==> src/rtl/rot_frame_sink.sv <==
// ---------------------------------------------------------------------------
// rot_frame_sink
//
// Capture stage downstream of the rotation pipeline output. The incoming
// pixel stream is re-timed through two register stages (s1, s2). Each pixel
// in the stream is then written to a linear capture-buffer port, and the
// line and frame geometry is checked against W x H.
//
// Parameters
//   W, H     image width / height in pixels (both >= 2)
//   ADDR_W   capture address width, W*H <= 2**ADDR_W
//
// Optional feature
//   FRAME_SINK_CHECKSUM_EN  when defined, checksum is the modulo-2^16 sum of
//                           the R+G+B bytes of every captured pixel in the
//                           frame. When undefined, checksum is tied to zero.
//
// Ports
//   Clk_in       pixel clock, rising edge
//   Reset_n      asynchronous active-low reset
//   Start_out    first pixel of a frame
//   H_Valid_out  valid for each subsequent pixel
//   H_Jump_out   end of line, high with the last pixel of the line
//   R_Bmp_Data   pixel {R,G,B}
//   err_clr      synchronous clear of the sticky error flags
//   cap_we/cap_addr/cap_data  capture write port (addr = row*W+col)
//   frame_done   one-cycle pulse after the last pixel of a frame
//   frame_count  completed frames, wraps at 8 bits
//   busy         state is CAPTURE
//   line_err     sticky line-length violation
//   pix_err      sticky stray-pixel / restart violation
//   checksum     running frame checksum
// ---------------------------------------------------------------------------
module rot_frame_sink #(
  parameter int W      = 256,
  parameter int H      = 256,
  parameter int ADDR_W = 20
) (
  input  logic              Clk_in,
  input  logic              Reset_n,
  input  logic              Start_out,
  input  logic              H_Valid_out,
  input  logic              H_Jump_out,
  input  logic [23:0]       R_Bmp_Data,
  input  logic              err_clr,
  output logic              cap_we,
  output logic [ADDR_W-1:0] cap_addr,
  output logic [23:0]       cap_data,
  output logic              frame_done,
  output logic [7:0]        frame_count,
  output logic              busy,
  output logic              line_err,
  output logic              pix_err,
  output logic [15:0]       checksum
);

  localparam int COL_W = $clog2(W);
  localparam logic [ADDR_W-1:0] LAST_IDX = ADDR_W'(W * H - 1);
  localparam logic [COL_W-1:0]  LAST_COL = COL_W'(W - 1);

  typedef enum logic [1:0] {IDLE, CAPTURE, DONE} state_t;

  state_t            state_reg, state_next;
  logic              s1_start_reg, s1_valid_reg, s1_jump_reg;
  logic [23:0]       s1_data_reg;
  logic              s2_start_reg, s2_valid_reg, s2_jump_reg;
  logic [23:0]       s2_data_reg;
  logic [ADDR_W-1:0] idx_reg;
  logic [COL_W-1:0]  col_reg, col_next;

  logic              pix, capture, stray, restart, wr_last, col_at_end;
  logic              line_viol, pix_viol;
  logic [ADDR_W-1:0] wr_addr;
  logic [COL_W-1:0]  col_cur;

  // Two-stage input re-timing.
  always_ff @(posedge Clk_in or negedge Reset_n) begin
    if (!Reset_n) begin
      s1_start_reg <= 1'b0;
      s1_valid_reg <= 1'b0;
      s1_jump_reg  <= 1'b0;
      s1_data_reg  <= '0;
      s2_start_reg <= 1'b0;
      s2_valid_reg <= 1'b0;
      s2_jump_reg  <= 1'b0;
      s2_data_reg  <= '0;
    end else begin
      s1_start_reg <= Start_out;
      s1_valid_reg <= H_Valid_out;
      s1_jump_reg  <= H_Jump_out;
      s1_data_reg  <= R_Bmp_Data;
      s2_start_reg <= s1_start_reg;
      s2_valid_reg <= s1_valid_reg;
      s2_jump_reg  <= s1_jump_reg;
      s2_data_reg  <= s1_data_reg;
    end
  end

  always_comb begin
    pix = s2_start_reg | s2_valid_reg;
    // A start is always captured. DONE applies the IDLE rules, so only
    // CAPTURE accepts a plain valid pixel.
    capture = s2_start_reg | ((state_reg == CAPTURE) & s2_valid_reg);
    stray   = s2_valid_reg & ~s2_start_reg & (state_reg != CAPTURE);
    restart = s2_start_reg & (state_reg == CAPTURE);
    wr_addr = s2_start_reg ? '0 : idx_reg;
    col_cur = s2_start_reg ? '0 : col_reg;
    col_at_end = (col_cur == LAST_COL);
    wr_last    = capture & (wr_addr == LAST_IDX);

    // A captured pixel must carry a jump exactly when it sits in the last
    // column; a jump with no pixel is always a violation.
    line_viol = (capture & (s2_jump_reg ^ col_at_end)) | (s2_jump_reg & ~pix);
    pix_viol  = stray | restart;

    col_next = col_reg;
    if (capture) begin
      col_next = (s2_jump_reg | col_at_end) ? '0 : col_cur + COL_W'(1);
    end else if (s2_jump_reg) begin
      col_next = '0;
    end

    state_next = IDLE;
    if (capture) begin
      state_next = wr_last ? DONE : CAPTURE;
    end else if (state_reg == CAPTURE) begin
      state_next = CAPTURE;
    end
  end

  always_ff @(posedge Clk_in or negedge Reset_n) begin
    if (!Reset_n) begin
      state_reg   <= IDLE;
      idx_reg     <= '0;
      col_reg     <= '0;
      cap_we      <= 1'b0;
      cap_addr    <= '0;
      cap_data    <= '0;
      frame_done  <= 1'b0;
      frame_count <= '0;
      busy        <= 1'b0;
      line_err    <= 1'b0;
      pix_err     <= 1'b0;
    end else begin
      state_reg <= state_next;
      busy      <= (state_next == CAPTURE);
      col_reg   <= col_next;
      cap_we    <= capture;
      if (capture) begin
        cap_addr <= wr_addr;
        cap_data <= s2_data_reg;
        idx_reg  <= wr_last ? '0 : wr_addr + ADDR_W'(1);
      end
      frame_done <= (state_reg == DONE);
      if (state_reg == DONE) begin
        frame_count <= frame_count + 8'd1;
      end
      // New violation takes priority over a simultaneous clear.
      line_err <= line_viol | (line_err & ~err_clr);
      pix_err  <= pix_viol | (pix_err & ~err_clr);
    end
  end

`ifdef FRAME_SINK_CHECKSUM_EN
  logic [15:0] pix_sum;
  logic [15:0] checksum_reg;

  assign pix_sum = 16'(s2_data_reg[23:16]) + 16'(s2_data_reg[15:8]) +
                   16'(s2_data_reg[7:0]);

  // The frame's first pixel (including a restart) seeds the sum.
  always_ff @(posedge Clk_in or negedge Reset_n) begin
    if (!Reset_n) begin
      checksum_reg <= '0;
    end else if (capture) begin
      checksum_reg <= s2_start_reg ? pix_sum : checksum_reg + pix_sum;
    end
  end

  assign checksum = checksum_reg;
`else
  assign checksum = 16'h0000;
`endif

endmodule

==> config.mk <==
export PLATFORM = sky130hd
export DESIGN_NAME = rot_frame_sink
export DESIGN_NICKNAME = d
export VERILOG_FILES = /design/src/rtl/rot_frame_sink.sv
export SDC_FILE = /design/constraint.sdc
export NUM_CORES = 1
export LEC_CHECK = 0
export BUFFER_PORTS_ARGS = -buffer_cell sky130_fd_sc_hd__buf_2
export CAP_MARGIN = 25
export CORE_MARGIN = 2
export CORE_UTILIZATION = 45
export CTS_CLUSTER_DIAMETER = 100
export DETAILED_ROUTE_END_ITERATION = 12
export PLACE_DENSITY = 0.69
export SLEW_MARGIN = 0
export SYNTH_ARGS = -nofsm -noshare
export SYNTH_HDL_FRONTEND = slang
export SYNTH_SLANG_ARGS = --single-unit
export TNS_END_PERCENT = 20
==> constraint.sdc <==
create_clock -name Clk_in -period 3.4 [get_ports Clk_in]
set_input_delay 0.68 -clock Clk_in [delete_from_list [all_inputs] [get_ports Clk_in]]
set_output_delay 0.68 -clock Clk_in [all_outputs]
set_load 0.05 [all_outputs]
# Word level (Yosys, flattened, before mapping)
# Cells that the tools add are included.
[classes]
add_sub_neg = 3
n_eq_ne = 6
muxes = 9
bitwise_logic = 20
n_reduce_logical = 1
[ops]
columns = ["operator", "n"]
rows = [
  ["$mux W20", 2],
  ["$mux W8", 4],
  ["$add A20 B1 Y20 const B", 1],
  ["$eq A20 B16 Y1 const B", 1],
  ["$add A8 B1 Y8 const B", 2],
  ["$and A1 B1 Y1", 9],
  ["$eq A8 B8 Y1 const B", 1],
  ["$or A1 B1 Y1", 7],
  ["$eq A2 B1 Y1 const B", 2],
  ["$mux W2", 2],
  ["$not A1 Y1", 3],
  ["$eq A2 B2 Y1 const B", 1],
  ["$ne A2 B1 Y1 const B", 1],
  ["$reduce_bool A2 Y1", 1],
  ["$mux W1", 1],
  ["$xor A1 B1 Y1", 1],
]
[totals]
regBits = 141
input_bits = 30
output_inout_bits = 73
elab_cells = 58

# Longest topological paths before layout
# Gate-level depths: netlist (run 1).
[depth]
word_depth = 7
ltp_mapped = 12
depth_no_buf = 10

# Least setup slack after synthesis (run 1)
# OpenSTA, ideal clock, no wires.
[synth_timing]
path_type = "flip-flop to flip-flop"
start = "register s2_start_reg"
end = "register col_reg[3]"
setup_ps = 83
arrival_ps = 2563
required_ps = 3317
path_slack_ps = 754
stages_incl_launch_ff = 11
path_buffers = 2
synth_period_minus_slack_ps = 2646
path_cell_list = "dfrtp_1 > clkbuf_1 > clkbuf_1 > nor2b_1 > ha_1 > and4b_1 > and3_1 > nand4_1 > ha_1 > or4b_2 > o21ai_0"
[synth_between]
elab_chain_cells = 5
elab_cells_between_ends = 8
classes_between = "add/sub: 1; eq/ne: 1; mux: 3; bitwise: 2; reduce/logical: 1"
[synth_lines]
columns = ["item", "line", "source"]
rows = [
  ["start, declared", "66", "logic s2_start_reg, s2_valid_reg, s2_jump_reg;"],
  ["start signal, assigned", "92", "s2_start_reg <= s1_start_reg;"],
  ["parallel branches: the longest is 5 deep, another holds $add A8 B1 Y8", "n/a", ""],
  ["end signal, assigned", "147", "col_reg <= col_next;"],
  ["end, declared", "69", "logic [COL_W-1:0] col_reg, col_next;"],
]
# Several ways; the timed one is not identified.
# A chain may end at the register's enable or synchronous reset.

# Worst setup path after layout (run 1)
# Same ends and word-level chain as after synthesis.

==> results of run 1 <==
-- critical path, stage by stage, from the launching register on --
cell and delay (ns):
dfrtp_1 0.37, buf_4 0.24, nor2b_1 0.10, ha_1 0.21, and4b_1 0.25, and3_1 0.19
nand4_1 0.08, ha_1 0.31, or4b_2 0.61, o21ai_0 0.10
-- cell type report --
class,count,area [µm²]
clock buffer,20,457
clock inverter,12,160
fill,1043,5320
inverter,10,37.5
multi-input combinational,281,1750
sequential,140,3500
tap,147,184
timing repair buffer,93,502
-- routing by layer --
| layer | vias up | GRT usage | wire [µm] |
|---|---|---|---|
| met3 | 17 | 0.0831 | 863 |
| met5 | - | 0 | 0 |
| met4 | 0 | 0.0642 | 155 |
| li1 | 1736 | - | - |
| met1 | 1798 | 0.215 | 4380 |
| met2 | 123 | 0.258 | 4940 |
-- worst max path at each step --
stage                            end  cells after the start
after floorplan           col_reg[3]                     10
after global routing      col_reg[4]                     11
after CTS                 col_reg[3]                      9
final                     col_reg[3]                      9
after detailed placement  col_reg[3]                      9
after global placement    col_reg[3]                      9
-- logic make-up after synthesis --
family          Yosys count
other cells               1
mux                      27
compound gates           75
xor+xnor                  9
simple gates            150
fa+ha+maj                 4
buf+inv                  49
flops                   140
-- cell usage after synthesis (all sizes together) (6+ instances only) --
cell type / instances
clkbuf: 14
buf: 25
mux2: 26
inv: 10
nand2: 62
dfrtp: 140
a21oi: 29
and3: 6
o21ai: 16
nor2: 20
nand3: 11
nor2b: 11
-- power groups by stage --
stage	clock network, mW	registers (mW)	logic, mW
3_5_place_dp	0	1.80	0.340
4_1_cts	1.94	1.77	0.340
6_report	1.89	1.77	0.335
3_3_place_gp	0	1.79	0.334
2_1_floorplan	0	1.90	0.136
5_1_grt	2.02	1.77	0.363
-- placed cells by master (no fill, tap or decap), types with 3 or more instances in the layout --
cell / synthesis / routed
a21oi_1: 29 / 29
a31oi_1: 3 / 3
a32o_1: 4 / 4
and3_1: 6 / 6
and4_1: 3 / 3
buf_2: 2 / 85
buf_4: 19 / 6
bufinv_16: 0 / 3
clkbuf_16: 0 / 17
conb_1: 1 / 16
dfrtp_1: 140 / 140
ha_1: 4 / 4
inv_1: 9 / 9
inv_6: 0 / 4
mux2_2: 25 / 25
nand2_1: 62 / 62
nand2b_1: 3 / 3
nand3_1: 11 / 11
nand4_1: 5 / 5
nand4b_1: 4 / 4
nor2_1: 20 / 20
nor2b_1: 11 / 11
nor3_1: 4 / 4
o21ai_0: 16 / 16
o311ai_0: 3 / 3
or3_1: 5 / 5
xnor2_1: 5 / 5
xor2_1: 4 / 4
==> results.toml, run 1 <==
[logic_synthesis]
synth_top_family_by_area = "simple AND/OR/NAND/NOR gates"
synthSimpleGateAreaFrac = 0.143
ys_warn_count = 0
synth_edf_count = 0
syn_area_mm2 = 0.00546
synth_fa_ha_area_frac = 0.00916
synthTopCellsByArea = "dfrtp_1 (64%), mux2_2 (5.2%), nand2_1 (4.3%)"
avgSynthCellArea_um2 = 12.0
yosysTopAreaCellShare = 0.641
synth_async_sr_flop_share = 1.00
synth-seq-cells = 140
synth_cells = 455
ys_seq_area_frac = 0.641
synth_compound_area_frac = 0.0875
muxShareOfSynthArea = 0.0554
yosysUniqueCellTypes = 61
ys.flop_type = "dfrtp_1"
synth_xor_area_frac = 0.0144
yosys.area.top_type = "dfrtp_1"

[floorplanning]
row_count = 40
core-area_mm2 = 0.0119
start_util = 0.459
die_y_um = 114
die_w_um = 114
io_pins = 103
die-area_mm2 = 0.0130

[pwr]
power.density_mw_per_mm2 = 606
swShare = 0.245
pwr-share-clk = 0.474
vdd_drop_max_v = 0.000376
cellLeakagePower_nw = 3.08
seqPwrFrac = 0.443
p_sw_mw = 0.978
combPwrFrac = 0.084
p_int_mw = 3.02
fin_total_pwr_mw = 3.99

[detailed_routing]
wl_per_cell_um = 14.7
drt_iter0_drc = 295
wl_mm = 10.3
dr_total_vias = 3674
viasPerCell = 5.23
drcViolationCount = 0
first_pass_iters = 4
ant_nets = 0

[clock_tree]
htreeDepth = 4
insertion_delay_ns = 0.42
cts_inserted_buffers = 17
cts-root-buf = "clkbuf_16"
cts_tree = "done"
clkSinkCount = 140
clk_path_buf_depth = 2
ctsResizeCount = 0
cts.hold.buffers_added = 0
clk_pin_slew_ns = 0.06
post_cts_buffers = 0

[critical_path]
cp-startpoint = "s2_start_reg"
worstPathMaxFanout = 19
r2r_cells = 9
reg2reg_to = "col_reg[3]"
critPathLaunchType = "flop"
cp-end-kind = "flop"
reg2reg_slack_ns = 0.87
rr_startpoint = "s2_start_reg"
path_class = "flop to flop"
required_ns = 3.73
cp_data_arrival_time_ns = 2.86

[cells_and_area]
stdcell_count = 703
fin_area_mm2 = 0.00659
area_delta_synth_final_pct = 20.7
fin_nets = 577
diodes = 0
finish.utilization = 0.553
drive_gt1_frac = 0.282

[global_route]
antenna_found_initial = 0
grt_max_degree = 89
overflow = 0
grt_pass1_wl_mm = 17.2
grt_pass1_vias = 3532
grt_usage = 0.171

[timing]
hold_viol_final = 0
fin_skew_ns = 0.00692
final_max_slew_viol_count = 0
timing.hold.ws_ns = 0.326
layout_setup_ws_ns = 0.869
fmax_mhz = 395
rsz0062_at_grt = "false"
maxSlewHeadroom = 0.471
tightest_slew_ns = 0.793
setup_viol_count_final = 0
fin_tns_setup_ns = 0
min_period_ns = 2.53
period_share = 0.744

[flow_run]
max_cap_viol_count = 0

[placement]
io_buffers = 86
dp.cells = 671
dp_hpwl_mm = 6.78
placed_area_mm2 = 0.00598
place_congestion = 0.801
post-place-ws_ns = 0.898

[status]
status = "finished, final reports clean"

[min_path]
min_path_type = "input port to async pin"
No activity file was read; power rests on OpenSTA's default activity.
==> run 2, diff against run 1 <==
ABC_AREA = 1   (was not set)
clock period = 2.51 ns   (was 3.4 ns; I/O delays follow)
==> run 2 against run 1 <==
Net effect:
- synthesized cell count is 26% higher
- largest cell class unchanged
- sequential share of layout area is 1.5 points lower
- clock skew is 0.0011 ns lower
- clock-buffer cell count stayed put
- sequential power is 36% higher
- highest routed layer unchanged
- hold slack worse by 0.28 ns
- cell area is 2.9% higher
- via count is 6.3% higher
- clock power is 31% higher
- worst setup slack worse by 0.66 ns
- first-iteration DRC count is 12% lower
- register-to-register slack worse by 0.66 ns
==> results.toml, run 2 <==
[flow_run]
max_cap_viol_count = 0

[critical_path]
rr_startpoint = "s2_start_reg"
reg2reg_slack_ns = 0.21
cpMostUsedCell = "inv_1"
cp-end-kind = "flop"
critPathMaxStageDelay_ns = 0.53
worst_path_dominant_cell_family = "simple AND/OR/NAND/NOR gates"
path_cells = "inv_4, nand2_1, inv_1, ha_1, nand4_1, nor2_1, nand4_1, inv_1, nand2_1, ha_1, nand2_2, inv_1, a22o_1"
critPathLaunchType = "flop"
reg2reg_to = "col_reg[1]"
crit_buf_inv = 4
slowest_stage = "dfrtp_2"
r2r_cells = 13
required_ns = 2.81
path_class = "flop to flop"
cp_data_arrival_time_ns = 2.60
worstPathMaxFanout = 11

[clock_tree]
clkSinkCount = 140
clk_pin_slew_ns = 0.06
post_cts_buffers = 0
ctsResizeCount = 0
cts_tree = "done"
htreeDepth = 4
cts_inserted_buffers = 17
insertion_delay_ns = 0.42
cts.hold.buffers_added = 0
clk_path_buf_depth = 2
cts-root-buf = "clkbuf_16"

[floorplanning]
die-area_mm2 = 0.0134
core-area_mm2 = 0.0121
io_pins = 103
row_count = 40
die_w_um = 116
die_y_um = 116
start_util = 0.464

[cells_and_area]
area_delta_synth_final_pct = 20.7
final_cell_mix = "nand2_1 (196), dfrtp_1 (139), buf_2 (85)"
stdcell_count = 850
fin_area_mm2 = 0.00678
diodes = 0
fin_nets = 703
drive_gt1_frac = 0.230
layout_commonest_cell = "nand2_1"
finish.utilization = 0.560

[timing]
timing.hold.ws_ns = 0.0411
fmax_mhz = 435
tightest_slew_ns = 0.521
layout_setup_ws_ns = 0.213
rsz0062_at_grt = "false"
min_period_ns = 2.30
hold_viol_final = 0
period_share = 0.915
final_max_slew_viol_count = 0
setup_viol_count_final = 0
fin_tns_setup_ns = 0
maxSlewHeadroom = 0.653
fin_skew_ns = 0.00583

[placement]
place_congestion = 0.925
placed_area_mm2 = 0.00619
io_buffers = 86
dp.cells = 818
post-place-ws_ns = 0.163
dp_hpwl_mm = 7.54

[detailed_routing]
wl_mm = 11.1
ant_nets = 0
wl_per_cell_um = 13.0
drcViolationCount = 0
viasPerCell = 4.59
drt_iter0_drc = 260
first_pass_iters = 4
dr_total_vias = 3905

[logic_synthesis]
yosysTopAreaCellShare = 0.623
synth_cells = 574
synth.most_common_cell = "nand2_1"
synth_async_sr_flop_share = 1.00
avgSynthCellArea_um2 = 9.79
yosysUniqueCellTypes = 36
yosys.area.top_type = "dfrtp_1"
ys_warn_count = 0
synthTopCellsByCount = "nand2_1 (196), dfrtp_1 (140), inv_1 (41), nor2_1 (29), o21ai_0 (27)"
synth_edf_count = 0
synth-seq-cells = 140
ys_seq_area_frac = 0.623
ys.flop_type = "dfrtp_1"
synthTopCellsByArea = "dfrtp_1 (62%), nand2_1 (13%), inv_1 (2.7%)"
syn_area_mm2 = 0.00562

[pwr]
fin_total_pwr_mw = 5.42
cellLeakagePower_nw = 3.52
power.density_mw_per_mm2 = 799
vdd_drop_max_v = 0.000674

[status]
status = "finished, final reports clean"

[global_route]
antenna_found_initial = 0
grt_max_degree = 65
grt_usage = 0.183
grt_pass1_vias = 3783
grt_pass1_wl_mm = 18.5
overflow = 0

[min_path]
min_path_type = "input port to async pin"
-- run 2: cell types whose count changed after synthesis, moves of 12 or more --
| cell | delta |
|---|---|
| mux2_2 | -25 |
| nand2_1 | +134 |
| a21oi_1 | -26 |
| inv_1 | +32 |
| nand3_1 | +15 |
| clkbuf_1 | -12 |
-- run 2: worst reg2reg max path: cells and delay by family (launching register included) --
kind            cells  cell delay (ns)
compound gates      1             0.21
simple gates        6             0.72
buf+inv             4             0.37
fa+ha+maj           2             0.36
flops               1             0.53
-- run 2: per-layer routing --
| metal | track usage | wire (µm) | part of all wire |
|---|---|---|---|
| met1 | 0.245 | 5070 | 0.46 |
| met4 | 0.0825 | 172 | 0.016 |
| met3 | 0.0628 | 700 | 0.063 |
| met5 | 0 | 0 | 0 |
| met2 | 0.271 | 5140 | 0.46 |
-- run 2: area by class of cell --
cell class,count,area [µm²]
clock buffers,20,457
multi-input cells,371,1780
inverters,46,175
well taps,168,210
clock inverters,12,138
repair buffers,93,514
flip-flops and latches,140,3500
fillers,1091,5330
-- run 2: power breakdown --
part / leakage (nW) / internal (mW) / switching (mW) / total [mW]
clock: 0.287 / 1.52 / 0.945 / 2.47
sequential: 1.76 / 2.36 / 0.0504 / 2.41
combinational: 1.47 / 0.109 / 0.427 / 0.536
-- run 2: logic make-up (layout without fill, tap and decap cells) --
family | after synthesis | after routing | share of synthesized area
and+or+nand+nor | 291 | 291 | 0.230
DFF | 140 | 140 | 0.623
buffers and inverters | 78 | 171 | 0.0692
AOI/OAI and AO/OA | 44 | 44 | 0.0425
xor gates and xnor gates | 16 | 16 | 0.0249
adders and majority gates | 4 | 4 | 0.00891
other | 1 | 16 | 0.000667
-- run 2: how the worst max path moves through the flow --
stage	startpoint	to	slack (ns)	cells past startpoint
after floorplan	s2_start_reg	col_reg[1]	0.45	14
after global placement	s2_start_reg	col_reg[1]	0.25	13
after detailed placement	s2_start_reg	col_reg[1]	0.16	13
after CTS	s2_start_reg	col_reg[1]	0.12	13
after global routing	s2_start_reg	col_reg[1]	0.07	13
final	s2_start_reg	col_reg[1]	0.21	13
==> run 3, diff against run 2 <==
ABC_AREA = not set   (was 1)
GPL_ROUTABILITY_DRIVEN = 0   (was not set)
PLACE_DENSITY = 0.72   (was 0.69)
clock period = 1.86 ns   (was 2.51 ns; I/O delays follow)
==> run 3 against run 2 <==
Net effect:
- highest routed layer unchanged
- first-iteration DRC count up 7.7%
- critical path depth shrank 8
- largest power group is now sequential cells
- the run now ends with setup timing left
- sequential power rose by 34%
- clock-buffer cell count fell by 1
- cell count decreased by 11%
- sequential cell count unchanged
- largest cell class unchanged
- clock skew up 0.0028 ns
- worst setup slack got worse by 0.49 ns
- die area fell by 2.7%
- critical path type unchanged
- sequential share of layout area shrank 1.9 points
- core utilization grew 3.1 points
==> results.toml, run 3 (synthesized netlist as in run 1, its figures left out) <==
[global_route]
antenna_found_initial = 0
grt_use_met2 = 0.291
grt_max_degree = 60
grt_pass1_wl_mm = 18.9
use_met1 = 0.240
use_met3 = 0.0709
overflow = 0
grt-busiest-layer = "met2"
grt_pass1_vias = 3963
grt_usage = 0.186

[placement]
placed_area_mm2 = 0.00635
io_buffers = 86
dp_hpwl_mm = 7.42

[cells_and_area]
area_delta_synth_final_pct = 28.9
finish.utilization = 0.591
final_cell_mix = "dfrtp_1 (139), buf_2 (85), nand2_1 (62)"
fin_area_mm2 = 0.00704
layout_commonest_cell = "dfrtp_1"
fin_nets = 628
fillers = 995
drive_gt1_frac = 0.376
diodes = 0

[detailed_routing]
viasPerCell = 5.19
ant_nets = 0
drt_iter0_drc = 280
dr_total_vias = 3908
drcViolationCount = 0
wl_mm = 11.4
wl_per_cell_um = 15.1
first_pass_iters = 4

[critical_path]
critPathLaunchType = "flop"
reg2reg_slack_ns = -0.28
path_class = "flop to flop"
cp_data_arrival_time_ns = 2.48
required_ns = 2.20
cp-end-kind = "flop"
worstPathMaxFanout = 6

[pwr]
cellLeakagePower_nw = 3.32
power.density_mw_per_mm2 = 989
vdd_drop_max_v = 0.00103

[clock_tree]
clkSinkCount = 140
cts_inserted_buffers = 17
insertion_delay_ns = 0.41
cts_tree = "done"
cts-root-buf = "clkbuf_16"
clk_pin_slew_ns = 0.06
htreeDepth = 4
clk_path_buf_depth = 2

[floorplanning]
die_y_um = 114
start_util = 0.459
die_w_um = 114
core-area_mm2 = 0.0119
row_count = 40
io_pins = 103
die-area_mm2 = 0.0130

[timing]
period_share = 1.15
fmax_mhz = 467
timing.hold.ws_ns = 0.0627
hold_viol_final = 0
rsz0062_at_grt = "true"
min_period_ns = 2.14
fin_tns_setup_ns = -4.22
layout_setup_ws_ns = -0.281
setup_viol_count_final = 28
fin_skew_ns = 0.00861
final_max_slew_viol_count = 0

[min_path]
min_path_type = "input port to flop"

[flow_run]
max_cap_viol_count = 0

[status]
violations = "setup timing"
status = "complete, but fails checks"
==> run 3: final timing paths <==
| path | startpoint | end | cells after the start |
|---|---|---|---|
| worst min-delay path | R_Bmp_Data[6] | s1_data_reg[6] | 1 |
| worst max-delay path | s2_start_reg | idx_reg[14] | 5 |
| worst max register to register | s2_start_reg | idx_reg[14] | 5 |
| max in group asynchronous | Reset_n | col_reg[4] | 3 |
| worst min register to register | s1_data_reg[21] | s2_data_reg[21] | 0 |
| min in group asynchronous | Reset_n | cap_addr[14] | 2 |
==> run 3: what timing repair did <==
action	4_1_cts	5_1_grt
endpoints found under the hold margin	39	0
resized for setup	14	13
pin swaps	12	6
cloned	1	0
endpoints found under the setup margin	28	29
hold buffers	1	0
setup buffers	5	2
==> run 3: critical path, cell delays in order, from the launching register on <==
cell and delay, ns:
dfrtp_2 0.46, buf_12 0.15, nand4b_1 0.28, or4_4 0.61, or4_4 0.44, a21oi_2 0.12
==> run 3: report_power, final <==
| part | total [mW] | internal [mW] | leakage [nW] | switching (mW) |
|---|---|---|---|---|
| clock network | 3.03 | 1.74 | 0.252 | 1.29 |
| logic | 0.705 | 0.210 | 1.32 | 0.495 |
| registers | 3.23 | 3.17 | 1.75 | 0.0533 |
| total | 6.96 | 5.12 | 3.32 | 1.84 |
==> run 3: stage by stage <==
stage	instances	worst slack, ns	power [mW]
finish	753	-0.281	6.96
floorplan	470	-0.411	3.73
global route	753	-0.348	7.28
detailed placement	713	-0.281	3.96
CTS	751	-0.264	7.04
global placement	713	-0.219	3.94
==> run 3: final cells by class <==
cell class,count,area [µm²],area share
well taps,147,184,0.0261
repair buffers,143,921,0.131
clock inverters,12,92.6,0.0131
flip-flops and latches,140,3500,0.498
multi-input cells,282,1860,0.264
clock buffers,19,443,0.0629
inverters,10,37.5,0.00533
==> run 3: layer usage <==
layer,up-vias,wire length [µm],share of wire
met1,1913,5040,0.44
met5,-,0,0
met4,0,142,0.012
met2,148,5460,0.48
li1,1833,-,-
met3,14,753,0.066
